==> config.mk <==
export PLATFORM = sky130hd
export DESIGN_NAME = vanilla_instr_encoder_flat
export DESIGN_NICKNAME = d
export VERILOG_FILES = /design/src/rtl/vanilla_instr_encoder_if.sv /design/src/rtl/vanilla_instr_encoder.sv /design/src/flat_wrapper.sv
export SDC_FILE = /design/constraint.sdc
export NUM_CORES = 1
export LEC_CHECK = 0
export ABC_AREA = 1
export CORE_MARGIN = 2
export CORE_UTILIZATION = 46
export CTS_BUF_LIST = sky130_fd_sc_hd__clkbuf_4 sky130_fd_sc_hd__clkbuf_8
export CTS_CLUSTER_DIAMETER = 80
export CTS_CLUSTER_SIZE = 25
export DETAILED_ROUTE_END_ITERATION = 12
export PLACE_DENSITY = 0.89
export SLEW_MARGIN = 5
export SYNTH_ARGS = -nofsm -noshare
export SYNTH_HDL_FRONTEND = slang
export SYNTH_SLANG_ARGS = --single-unit
==> constraint.sdc <==
create_clock -name clk_i -period 1.7 [get_ports clk_i]
set_input_delay 0.425 -clock clk_i [delete_from_list [all_inputs] [get_ports clk_i]]
set_output_delay 0.425 -clock clk_i [all_outputs]
set_load 0.005 [all_outputs]
==> src/rtl/vanilla_instr_encoder_if.sv <==
// Request/response bundle for the instruction encoder.
// The request side (v_i .. imm_i) and the output-word side (v_o .. yumi_i) share one interface.
interface vanilla_instr_encoder_if;
  logic        v_i;
  logic        ready_o;
  logic [2:0]  op_i;
  logic [4:0]  rd_i;
  logic [4:0]  rs1_i;
  logic [4:0]  rs2_i;
  logic [31:0] imm_i;
  logic        v_o;
  logic [31:0] instr_o;
  logic        err_o;
  logic        yumi_i;

  modport master (
    output v_i, op_i, rd_i, rs1_i, rs2_i, imm_i, yumi_i,
    input  ready_o, v_o, instr_o, err_o
  );

  modport slave (
    input  v_i, op_i, rd_i, rs1_i, rs2_i, imm_i, yumi_i,
    output ready_o, v_o, instr_o, err_o
  );
endinterface

==> src/rtl/vanilla_instr_encoder.sv <==
// Builds RV32 instruction words from structured encode requests.
// LI expands to LUI+ADDI when the immediate does not fit 12 bits signed.
//
// state | meaning
// IDLE  | output register holds nothing, or a final word
// LI_LO | output register holds the LUI word; the ADDI follows on its yumi
module vanilla_instr_encoder (
  input  logic                    clk_i,
  input  logic                    reset_i,
  vanilla_instr_encoder_if.slave  bus
);

  localparam logic [2:0] OP_ADD   = 3'd0;
  localparam logic [2:0] OP_ADDI  = 3'd1;
  localparam logic [2:0] OP_LW    = 3'd2;
  localparam logic [2:0] OP_SW    = 3'd3;
  localparam logic [2:0] OP_BEQ   = 3'd4;
  localparam logic [2:0] OP_JAL   = 3'd5;
  localparam logic [2:0] OP_LI    = 3'd6;
  localparam logic [2:0] OP_FENCE = 3'd7;

  localparam logic [6:0] OPC_OP     = 7'b0110011;
  localparam logic [6:0] OPC_IMM    = 7'b0010011;
  localparam logic [6:0] OPC_LOAD   = 7'b0000011;
  localparam logic [6:0] OPC_STORE  = 7'b0100011;
  localparam logic [6:0] OPC_BRANCH = 7'b1100011;
  localparam logic [6:0] OPC_JAL    = 7'b1101111;
  localparam logic [6:0] OPC_LUI    = 7'b0110111;
  localparam logic [31:0] FENCE_WORD = 32'h0ff0000f;

  typedef enum logic {IDLE, LI_LO} state_t;

  state_t      state_r, state_n;
  logic        v_r, v_n;
  logic [31:0] instr_r, instr_n;
  logic        err_r, err_n;
  logic [11:0] lo_r, lo_n;
  logic [4:0]  rd_r, rd_n;

  logic [31:0] imm;
  logic [4:0]  rd, rs1, rs2;
  logic        fits_i, fits_b, fits_j;
  logic [19:0] li_hi;
  logic [31:0] word;
  logic        word_err;
  logic        two_word;
  logic        ready;
  logic        accept;

  assign imm = bus.imm_i;
  assign rd  = bus.rd_i;
  assign rs1 = bus.rs1_i;
  assign rs2 = bus.rs2_i;

  assign fits_i = (&imm[31:11]) | ~(|imm[31:11]);
  assign fits_b = ((&imm[31:12]) | ~(|imm[31:12])) & ~imm[0];
  assign fits_j = ((&imm[31:20]) | ~(|imm[31:20])) & ~imm[0];

  // (imm + 0x800) >> 12: the carry out of the low 12 bits is exactly imm[11]
  assign li_hi = imm[31:12] + {19'd0, imm[11]};

  always_comb begin
    word     = '0;
    word_err = 1'b0;
    two_word = 1'b0;
    case (bus.op_i)
      OP_ADD:  word = {7'b0, rs2, rs1, 3'b000, rd, OPC_OP};
      OP_ADDI: begin
        word     = {imm[11:0], rs1, 3'b000, rd, OPC_IMM};
        word_err = ~fits_i;
      end
      OP_LW: begin
        word     = {imm[11:0], rs1, 3'b010, rd, OPC_LOAD};
        word_err = ~fits_i;
      end
      OP_SW: begin
        word     = {imm[11:5], rs2, rs1, 3'b010, imm[4:0], OPC_STORE};
        word_err = ~fits_i;
      end
      OP_BEQ: begin
        word     = {imm[12], imm[10:5], rs2, rs1, 3'b000, imm[4:1], imm[11], OPC_BRANCH};
        word_err = ~fits_b;
      end
      OP_JAL: begin
        word     = {imm[20], imm[10:1], imm[11], imm[19:12], rd, OPC_JAL};
        word_err = ~fits_j;
      end
      OP_LI: begin
        if (fits_i) begin
          word = {imm[11:0], 5'd0, 3'b000, rd, OPC_IMM};
        end else begin
          word     = {li_hi, rd, OPC_LUI};
          two_word = 1'b1;
        end
      end
      OP_FENCE: word = FENCE_WORD;
      default:  word = '0;
    endcase
  end

  assign ready  = (state_r == IDLE) & (~v_r | bus.yumi_i);
  assign accept = bus.v_i & ready;

  always_comb begin
    state_n = state_r;
    v_n     = v_r;
    instr_n = instr_r;
    err_n   = err_r;
    lo_n    = lo_r;
    rd_n    = rd_r;
    if (v_r & bus.yumi_i) v_n = 1'b0;
    case (state_r)
      IDLE: begin
        if (accept) begin
          v_n     = 1'b1;
          instr_n = word;
          err_n   = word_err;
          if (two_word) begin
            state_n = LI_LO;
            lo_n    = imm[11:0];
            rd_n    = rd;
          end
        end
      end
      LI_LO: begin
        if (bus.yumi_i) begin
          v_n     = 1'b1;
          instr_n = {lo_r, rd_r, 3'b000, rd_r, OPC_IMM};
          err_n   = 1'b0;
          state_n = IDLE;
        end
      end
      default: state_n = IDLE;
    endcase
  end

  always_ff @(posedge clk_i) begin
    if (reset_i) begin
      state_r <= IDLE;
      v_r     <= 1'b0;
      instr_r <= '0;
      err_r   <= 1'b0;
      lo_r    <= '0;
      rd_r    <= '0;
    end else begin
      state_r <= state_n;
      v_r     <= v_n;
      instr_r <= instr_n;
      err_r   <= err_n;
      lo_r    <= lo_n;
      rd_r    <= rd_n;
    end
  end

  assign bus.ready_o = ready;
  assign bus.v_o     = v_r;
  assign bus.instr_o = instr_r;
  assign bus.err_o   = err_r;

  a_yumi_needs_valid: assert property (@(posedge clk_i) disable iff (reset_i)
    bus.yumi_i |-> v_r);

  a_req_stable: assert property (@(posedge clk_i) disable iff (reset_i)
    (bus.v_i && !ready) |=> (!bus.v_i ||
      $stable({bus.op_i, bus.rd_i, bus.rs1_i, bus.rs2_i, bus.imm_i})));

endmodule

==> src/flat_wrapper.sv <==
// flat-port wrapper written by rule: the top's interface ports become plain ports
module vanilla_instr_encoder_flat 
  (clk_i, reset_i, bus_v_i, bus_op_i, bus_rd_i, bus_rs1_i, bus_rs2_i, bus_imm_i, bus_yumi_i, bus_ready_o, bus_v_o, bus_instr_o, bus_err_o);
  vanilla_instr_encoder_if bus_i ();
  input  logic clk_i;
  input  logic reset_i;
  input wire logic [$bits(bus_i.v_i)-1:0] bus_v_i;
  input wire logic [$bits(bus_i.op_i)-1:0] bus_op_i;
  input wire logic [$bits(bus_i.rd_i)-1:0] bus_rd_i;
  input wire logic [$bits(bus_i.rs1_i)-1:0] bus_rs1_i;
  input wire logic [$bits(bus_i.rs2_i)-1:0] bus_rs2_i;
  input wire logic [$bits(bus_i.imm_i)-1:0] bus_imm_i;
  input wire logic [$bits(bus_i.yumi_i)-1:0] bus_yumi_i;
  output wire logic [$bits(bus_i.ready_o)-1:0] bus_ready_o;
  output wire logic [$bits(bus_i.v_o)-1:0] bus_v_o;
  output wire logic [$bits(bus_i.instr_o)-1:0] bus_instr_o;
  output wire logic [$bits(bus_i.err_o)-1:0] bus_err_o;
  assign bus_i.v_i = bus_v_i;
  assign bus_i.op_i = bus_op_i;
  assign bus_i.rd_i = bus_rd_i;
  assign bus_i.rs1_i = bus_rs1_i;
  assign bus_i.rs2_i = bus_rs2_i;
  assign bus_i.imm_i = bus_imm_i;
  assign bus_i.yumi_i = bus_yumi_i;
  assign bus_ready_o = bus_i.ready_o;
  assign bus_v_o = bus_i.v_o;
  assign bus_instr_o = bus_i.instr_o;
  assign bus_err_o = bus_i.err_o;
  vanilla_instr_encoder u_core (.clk_i(clk_i), .reset_i(reset_i), .bus(bus_i));
endmodule
==> impl_results.md, run 1 <==
- Detailed placement HPWL: ~10000 um
- Post-Syn Nets: between 600 and 700
- Total power: ~3.2 mW
- Buffering stage count on the worst path with inverters included: 4
- Crit path arrival time: ~1.8 ns
- Final Worst Setup Slack: between 0.06 and 0.07 ns
- Post-DRT Antenna Nets: 0
- Pin count of the biggest net entering global routing: 34
- Final routed wirelength across all metal layers: 12,800 um
- Share of power burned in registers: approximately two fifths
- Nets@finish: around 810
- Sinks on Clock Net: slightly above 50
- Slack of the worst reg-to-reg path: about 0.13 ns
- Final core area utilization: 73.7%
- Final count of pins violating max slew: 0
- Max-cap check violation count: 0
- Flip-flop and latch count after synthesis: around 50
- Syn Inst Count: approximately 570
- First-pass GRT wire length: about 21,000 um
- Leak Pwr: around 2.5 nW
- Initial cell density of the core: between 40% and 50%
- Crit Reg-Reg Endpoint: u_core.bus.instr_o[22]
- Area fraction of the dominant cell type after synthesis: approximately 29%
- Type of the setup path with the least slack: in2reg
- Max H-tree Level: 2
- Main area contributors after synthesis: sky130_fd_sc_hd__dfxtp_1 (29%), sky130_fd_sc_hd__nand2_1 (17%), sky130_fd_sc_hd__nor2_1 (9.6%)
- ANT cells: 0
- Area of all placed cells without fillers: approximately 0.0054 mm^2
- Clock group share of total power: 26.1%
- Final global-route overflow total: 0
- CP startpoint kind: input port
- Global-route met3 utilization: 4.32%
- CP endpoint kind: register
- Post-route clock period utilization: 96.4%
- Post-synthesis sequential area ratio: 29.0%
- Fraction of final layout cells with drive strength greater than 1: around 25%
- Relative slew slack: 76.7%
- Maximum resistive drop on vdd: ~400 uV
- Number of standard-cell rows in the floorplan: 31
- Hold bufs inserted after CTS: 0
- Worst reg-to-reg path cell count: 6
- Fmax: ~0.61 GHz
- I/O Buffers: 88
- Top Ports: a little under 90
- Cells along the critical path: dlygate4sd2_1, buf_4, inv_2, buf_4, nand3_1, nor2_1, nand3_1, o21ai_1, nand2_1, nand2_1, nand2_1, nand2_1, a21oi_1
- Setup violators final: 0
- Area of the die: approximately 0.0084 mm^2
- Max Root-Sink Buffers: 2
- Routed vias/inst: between 5 and 6
- GP Congestion: 0.946
- Clock transition at the registers of the reported paths: roughly 0.090 ns
- Core area: roughly 0.0073 mm^2
- Multi-input combinational cell area: 0.00228 mm^2
- Area growth syn-to-layout: 53.4%
- Synth Cell Area: between 0.003 and 0.004 mm^2
- Violation count after the first detailed-routing iteration: approximately 360
- Number of non-filler instances in the completed layout: 851
- Crit. Startpoint: bus_imm_i[14]
- Placed standard-cell area: roughly 0.0052 mm^2
- Area of all sequential standard cells: a little over 0.001 mm^2
- Clock skew: between 0.004 and 0.005 ns
- CP max stage delay: roughly 0.27 ns
- Library cells used by synthesis: 37
- Hold path endpoint: u_core.bus.instr_o[3]
- Initial DRT Pass Iterations: 5
- Final critical delay including setup and external delays: around 1.6 ns
- Cell depth of the worst min-delay path: 2
- Sw frac: between 20 and 30%
- Combinational Power Share: 32.4%
- Met2 capacity usage during global routing: a little over half
- Dominant delay contributor by cell family on the critical path: buffers and inverters
- Cell-internal power: roughly 2.2 mW
- Count of fill cells added during filler insertion: approximately 580
- TritonCTS clock tree: built
- Global Route met1 Usage: between 40% and 50%
- Outcome: finished, final reports clean
- Number of global-route vias before repair: 4,447
- Min Hold Slack: around 0.47 ns
- Total DRC errors in the routed layout: 0
- Total routing usage reported by global routing: between 30% and 40%
- Horizontal die dimension: between 90 and 100 um
- Total of warnings raised by yosys: 0
- Net switching power: 946 uW
- Cell type with the highest aggregate area in the netlist: sky130_fd_sc_hd__dfxtp_1
- Wire per inst: ~15 um
- CP max FO: 4
- Endpoints failing hold: 0
- RR Startpoint: u_core.state_r
- Most common cell type on the critical path: sky130_fd_sc_hd__nand2_1
- Placed cell count: roughly 840
- Required time reported for the critical path endpoint: around 1.9 ns
- Final total negative setup slack: 0 ns
- Pre-CTS worst setup slack: -0.671 ns
- Actual slew at the worst max-slew pin: 0.350 ns
- Root Driver: sky130_fd_sc_hd__clkbuf_8
- Mean cell area of the mapped netlist: slightly above 6 um^2
- Cell at the slowest stage of the critical path: sky130_fd_sc_hd__dlygate4sd2_1
- Hold path start: u_core.bus.instr_o[3]
- Initial antenna violation count: 0
- Worst-Skew Late Latency: approximately 0.30 ns
- Die Height: 91.5 um
- Power density of the placed cells: between 500 and 600 mW/mm^2
- Busiest grt layer: met2
- Via count of the routed design: roughly 4,500
- Class of the tightest hold or removal check: reg2reg
- TritonCTS Buffers: 5
-- metal layers --
layer / vias up / wire (um) / share of wire (%)
met5: - / 0 / 0
met4: 0 / 282 / 2.2
met3: 33 / 773 / 6.0
met2: 199 / 6270 / 49
met1: 2071 / 5510 / 43
li1: 2215 / - / -
-- how the worst max path moves through the flow --
stage	end	slack, ns	cells after the start
2_1_floorplan	u_core.bus.instr_o[24]	0.02	13
3_3_place_gp	u_core.bus.instr_o[20]	-0.59	14
3_5_place_dp	u_core.bus.instr_o[25]	-0.67	13
4_1_cts	u_core.bus.instr_o[5]	0.007	12
5_1_grt	u_core.bus.instr_o[24]	-0.009	14
6_report	u_core.bus.err_o	0.06	13
-- sequential cells by signal, indices dropped and copies added (netlist names) --
name / count
u_core.bus.err_o: 1
u_core.bus.instr_o: 31
u_core.bus.v_o: 1
u_core.lo_r: 12
u_core.rd_r: 5
u_core.state_r: 1
-- synthesized netlist by cell type, drive strengths merged --
master and count:
o221ai 1, a32oi 1, o21ai 58, and2 1
buf 16, a221oi 5, o22ai 3, ha 3
nand3b 1, nand4 2, nand3 33, inv 47
o21bai 1, nand2 166, nor3 5, clkinv 1
dfxtp 51, xor2 12, a22o 5, clkbuf 8
nor2 100, a21oi 53
-- power by group through the flow --
stage                     clock (mW)  combinational, mW  sequential, mW
after floorplan                    0              0.399            1.34
after global placement             0              0.983            1.34
after detailed placement           0               1.00            1.34
after CTS                      0.822               1.00            1.31
after global routing           0.886               1.11            1.32
final                          0.829               1.03            1.32
-- worst reg2reg max path, delay by kind of cell (launching register included) --
kind | cells | cell delay, ns
simple gates | 2 | 0.23
buf+inv | 2 | 0.40
flops | 1 | 0.38
compound gates | 2 | 0.44
-- placed cells by master (no fill, tap or decap), types with 23 or more instances in the layout --
cell,n
sky130_fd_sc_hd__nand2_1,148
sky130_fd_sc_hd__inv_1,34
sky130_fd_sc_hd__a21oi_1,51
sky130_fd_sc_hd__clkdlybuf4s50_1,62
sky130_fd_sc_hd__o21ai_1,23
sky130_fd_sc_hd__o21ai_0,35
sky130_fd_sc_hd__buf_4,101
sky130_fd_sc_hd__nand3_1,28
sky130_fd_sc_hd__dfxtp_1,51
sky130_fd_sc_hd__nor2_1,82
-- kinds of logic after synthesis --
group | synth area share, %
compound gates | 19.6
xor+xnor | 2.98
fa+ha+maj | 1.07
buf+inv | 9.44
flops | 29.0
simple gates | 37.9
-- area by class of cell --
class | instances | share of cell area, %
flip-flops and latches | 51 | 18.9
multi-input cells | 451 | 42.2
inverters | 48 | 3.47
well taps | 99 | 2.29
clock buffers | 5 | 1.27
repair buffers | 195 | 31.2
clock inverters | 2 | 0.694
-- what timing repair did --
item,CTS,global route
setup buffers,3,1
endpoints found under the setup margin,48,37
cloned,1,0
resized for setup,48,40
pin swaps,12,12
Note: power is estimated with default switching activity, not from simulation.
==> inputs of run 2 (changes only) <==
--- a/config.mk
+++ b/config.mk
@@ -7,12 +7,11 @@
 export LEC_CHECK = 0
 export ABC_AREA = 1
 export CORE_MARGIN = 2
-export CORE_UTILIZATION = 46
-export CTS_BUF_LIST = sky130_fd_sc_hd__clkbuf_4 sky130_fd_sc_hd__clkbuf_8
+export CORE_UTILIZATION = 45
 export CTS_CLUSTER_DIAMETER = 80
 export CTS_CLUSTER_SIZE = 25
 export DETAILED_ROUTE_END_ITERATION = 12
-export PLACE_DENSITY = 0.89
+export PLACE_DENSITY = 0.87
 export SLEW_MARGIN = 5
 export SYNTH_ARGS = -nofsm -noshare
 export SYNTH_HDL_FRONTEND = slang
==> impl_results.md, run 2 (synthesized netlist as in run 1, its figures left out) <==
- Outcome: finished, final reports clean
- Final core area utilization: 71.9% (-1.8 points)
- Placed standard-cell area: 0.00521 mm^2 (-0.50%)
- Hold path start: u_core.bus.instr_o[6]
- Detailed placement HPWL: 9900 um (-0.63%)
- Area of all placed cells without fillers: 0.00550 mm^2 (+1.8%)
- Crit path arrival time: 1.85 ns (+0.02 ns)
- Largest register FFs: 31 (unchanged)
- I/O Buffers: 88 (unchanged)
- Crit Reg-Reg Endpoint: u_core.bus.instr_o[22]
- First-pass GRT wire length: 21,000 um (-0.69%)
- Hold path endpoint: u_core.bus.instr_o[6]
- Sinks on Clock Net: 51 (unchanged)
- Post-DRT Antenna Nets: 0 (unchanged)
- Worst reg-to-reg path cell count: 6 (unchanged)
- Via count of the routed design: 4,606 (+1.9%)
- Leading cell type in the layout, fill and taps excluded: sky130_fd_sc_hd__nand2_1
- Endpoints failing hold: 0 (unchanged)
- Buffering stage count on the worst path with inverters included: 3 (-1)
- Max Root-Sink Buffers: 2 (unchanged)
- Cell at the slowest stage of the critical path: sky130_fd_sc_hd__bufbuf_16
- TritonCTS Buffers: 5 (unchanged)
- Number of global-route vias before repair: 4,502 (+1.2%)
- Nets@finish: 808 (-0.12%)
- Slack of the worst reg-to-reg path: 0.12 ns (about the same)
- Dominant delay contributor by cell family on the critical path: buffers and inverters
- Final global-route overflow total: 0 (unchanged)
- Relative slew slack: 76.9% (+0.19 points)
- Setup repair after global routing missed its margin: yes
- Cell depth of the worst min-delay path: 2 (unchanged)
- Power density of the placed cells: 582 mW/mm^2 (-0.79%)
- Number of standard-cell rows in the floorplan: 32 (+3.2%)
- Root Driver: sky130_fd_sc_hd__clkbuf_8
- TritonCTS clock tree: built
- Core area: 0.00765 mm^2 (+4.3%)
- Violation count after the first detailed-routing iteration: 309 (-15%)
- Area of the die: 0.00856 mm^2 (+2.1%)
- Initial antenna violation count: 0 (unchanged)
- Area growth syn-to-layout: 56.1%
- Class of the tightest hold or removal check: reg2reg
- Cells along the critical path: dlygate4sd2_1, buf_6, nor2_2, nand2_1, nor2_2, nand3_2, nand3_4, nor2_4, bufbuf_16, o21ai_2, nor2_1
- Final critical delay including setup and external delays: 1.64 ns (+0.00149 ns)
- Max H-tree Level: 2 (unchanged)
- Required time reported for the critical path endpoint: 1.91 ns (about the same)
- CP max FO: 10 (+6)
- Pin count of the biggest net entering global routing: 34 (unchanged)
- CP endpoint kind: register
- Leak Pwr: 2.50 nW (+0.88%)
- Horizontal die dimension: 92.5 um (+1.1%)
- CP startpoint kind: input port
- Clock transition at the registers of the reported paths: 0.10 ns (about the same)
- Setup violators final: 0 (unchanged)
- Max-cap check violation count: 0 (unchanged)
- Worst-Skew Late Latency: 0.31 ns (about the same)
- Routed vias/inst: 5.39 (+1.6%)
- Clock skew: 0.00913 ns (+0.00476 ns)
- Top Ports: 89 (unchanged)
- RR Startpoint: u_core.state_r
- Actual slew at the worst max-slew pin: 0.345 ns (-0.00474 ns)
- Die Height: 92.5 um (+1.1%)
- Maximum resistive drop on vdd: 462 uV (+18%)
- Initial cell density of the core: 46.1% (-2.0 points)
- Fraction of final layout cells with drive strength greater than 1: 27.0% (+1.7 points)
- Type of the setup path with the least slack: in2reg
- Final routed wirelength across all metal layers: 12,900 um (+0.62%)
- Total routing usage reported by global routing: 30.3% (-0.92 points)
- Commonest non-fill, non-tap cells in the layout: sky130_fd_sc_hd__nand2_1 (147), sky130_fd_sc_hd__buf_4 (97), sky130_fd_sc_hd__nor2_1 (77)
- Fmax: 0.610 GHz (about the same)
- Wire per inst: 15.1 um (+0.27%)
- ANT cells: 0 (unchanged)
- Count of fill cells added during filler insertion: 621 (+7.6%)
- GP Congestion: 0.994 (+5.1%)
- Final count of pins violating max slew: 0 (unchanged)
- Post-route clock period utilization: 96.4% (about the same)
- Initial DRT Pass Iterations: 5 (unchanged)
- Total DRC errors in the routed layout: 0 (unchanged)
- Total power: 3.20 mW (+0.96%)
- Most common cell type on the critical path: sky130_fd_sc_hd__nor2_2
- CP max stage delay: 0.28 ns (about the same)
==> run 2: cell count changes in the layout (fill, tap and decap cells not counted), moves of 2 or more <==
cell and change:
sky130_fd_sc_hd__buf_4 -4, sky130_fd_sc_hd__o21ai_2 +4, sky130_fd_sc_hd__buf_6 +2, sky130_fd_sc_hd__nor2_1 -5, sky130_fd_sc_hd__nor2_2 +4, sky130_fd_sc_hd__o21ai_1 -5
==> run 2: what timing repair did <==
action	4_1_cts	5_1_grt
gates cloned	2	0
hold buffers	0	0
setup buffers	5	1
pin swaps	16	14
setup endpoints to repair	46	35
resized for setup	62	49
==> run 2: final cells by class <==
class	instances	area, um^2	area share [%]
multi-input cells	451	2330	42.4
repair buffers	194	1710	31.1
flip-flops and latches	51	1020	18.6
inverters	48	195	3.55
well taps	102	128	2.32
clock buffers	5	68.8	1.25
clock inverters	3	43.8	0.796
==> run 2: tightest hold or removal path, cell delays in order (launching register included) <==
cell and delay (ns):
sky130_fd_sc_hd__dfxtp_1 0.32, sky130_fd_sc_hd__nand2_1 0.06, sky130_fd_sc_hd__a21oi_1 0.05
==> run 2: worst max-delay path by stage <==
stage / slack [ns] / cells past startpoint / end / from
after detailed placement: -0.69 / 13 / u_core.bus.instr_o[25] / bus_imm_i[11]
after CTS: 0.005 / 12 / u_core.bus.instr_o[5] / bus_imm_i[11]
after global placement: -0.60 / 14 / u_core.bus.instr_o[20] / bus_imm_i[11]
final: 0.06 / 11 / u_core.rd_r[0] / bus_imm_i[22]
after global routing: -0.04 / 15 / u_core.bus.instr_o[24] / bus_imm_i[12]
after floorplan: 0.02 / 13 / u_core.bus.instr_o[24] / bus_imm_i[11]
==> run 2: through the flow <==
step	std cells	TNS [ns]	hold WS, ns	setup WS, ns
2_1_floorplan	573	0	0.456	0.0194
3_3_place_gp	838	-24.30	0.454	-0.597
3_5_place_dp	838	-27.52	0.458	-0.690
4_1_cts	853	0	0.472	0.00488
5_1_grt	854	-0.128	0.495	-0.0402
6_report	854	0	0.472	0.0605
==> run 2: where the power goes <==
group          switching, mW  leakage [nW]  internal, mW
sequential            0.0431         0.419          1.27
clock                  0.416        0.0581         0.439
combinational          0.507          2.03         0.523
==> run 2: layer usage <==
metal | vias up | track usage, % | routed length, um
li1 | 2221 | - | -
met1 | 2141 | 38.4 | 5290
met2 | 211 | 53.5 | 6430
met3 | 33 | 3.58 | 871
met4 | 0 | 9.70 | 327
met5 | - | 0 | 0
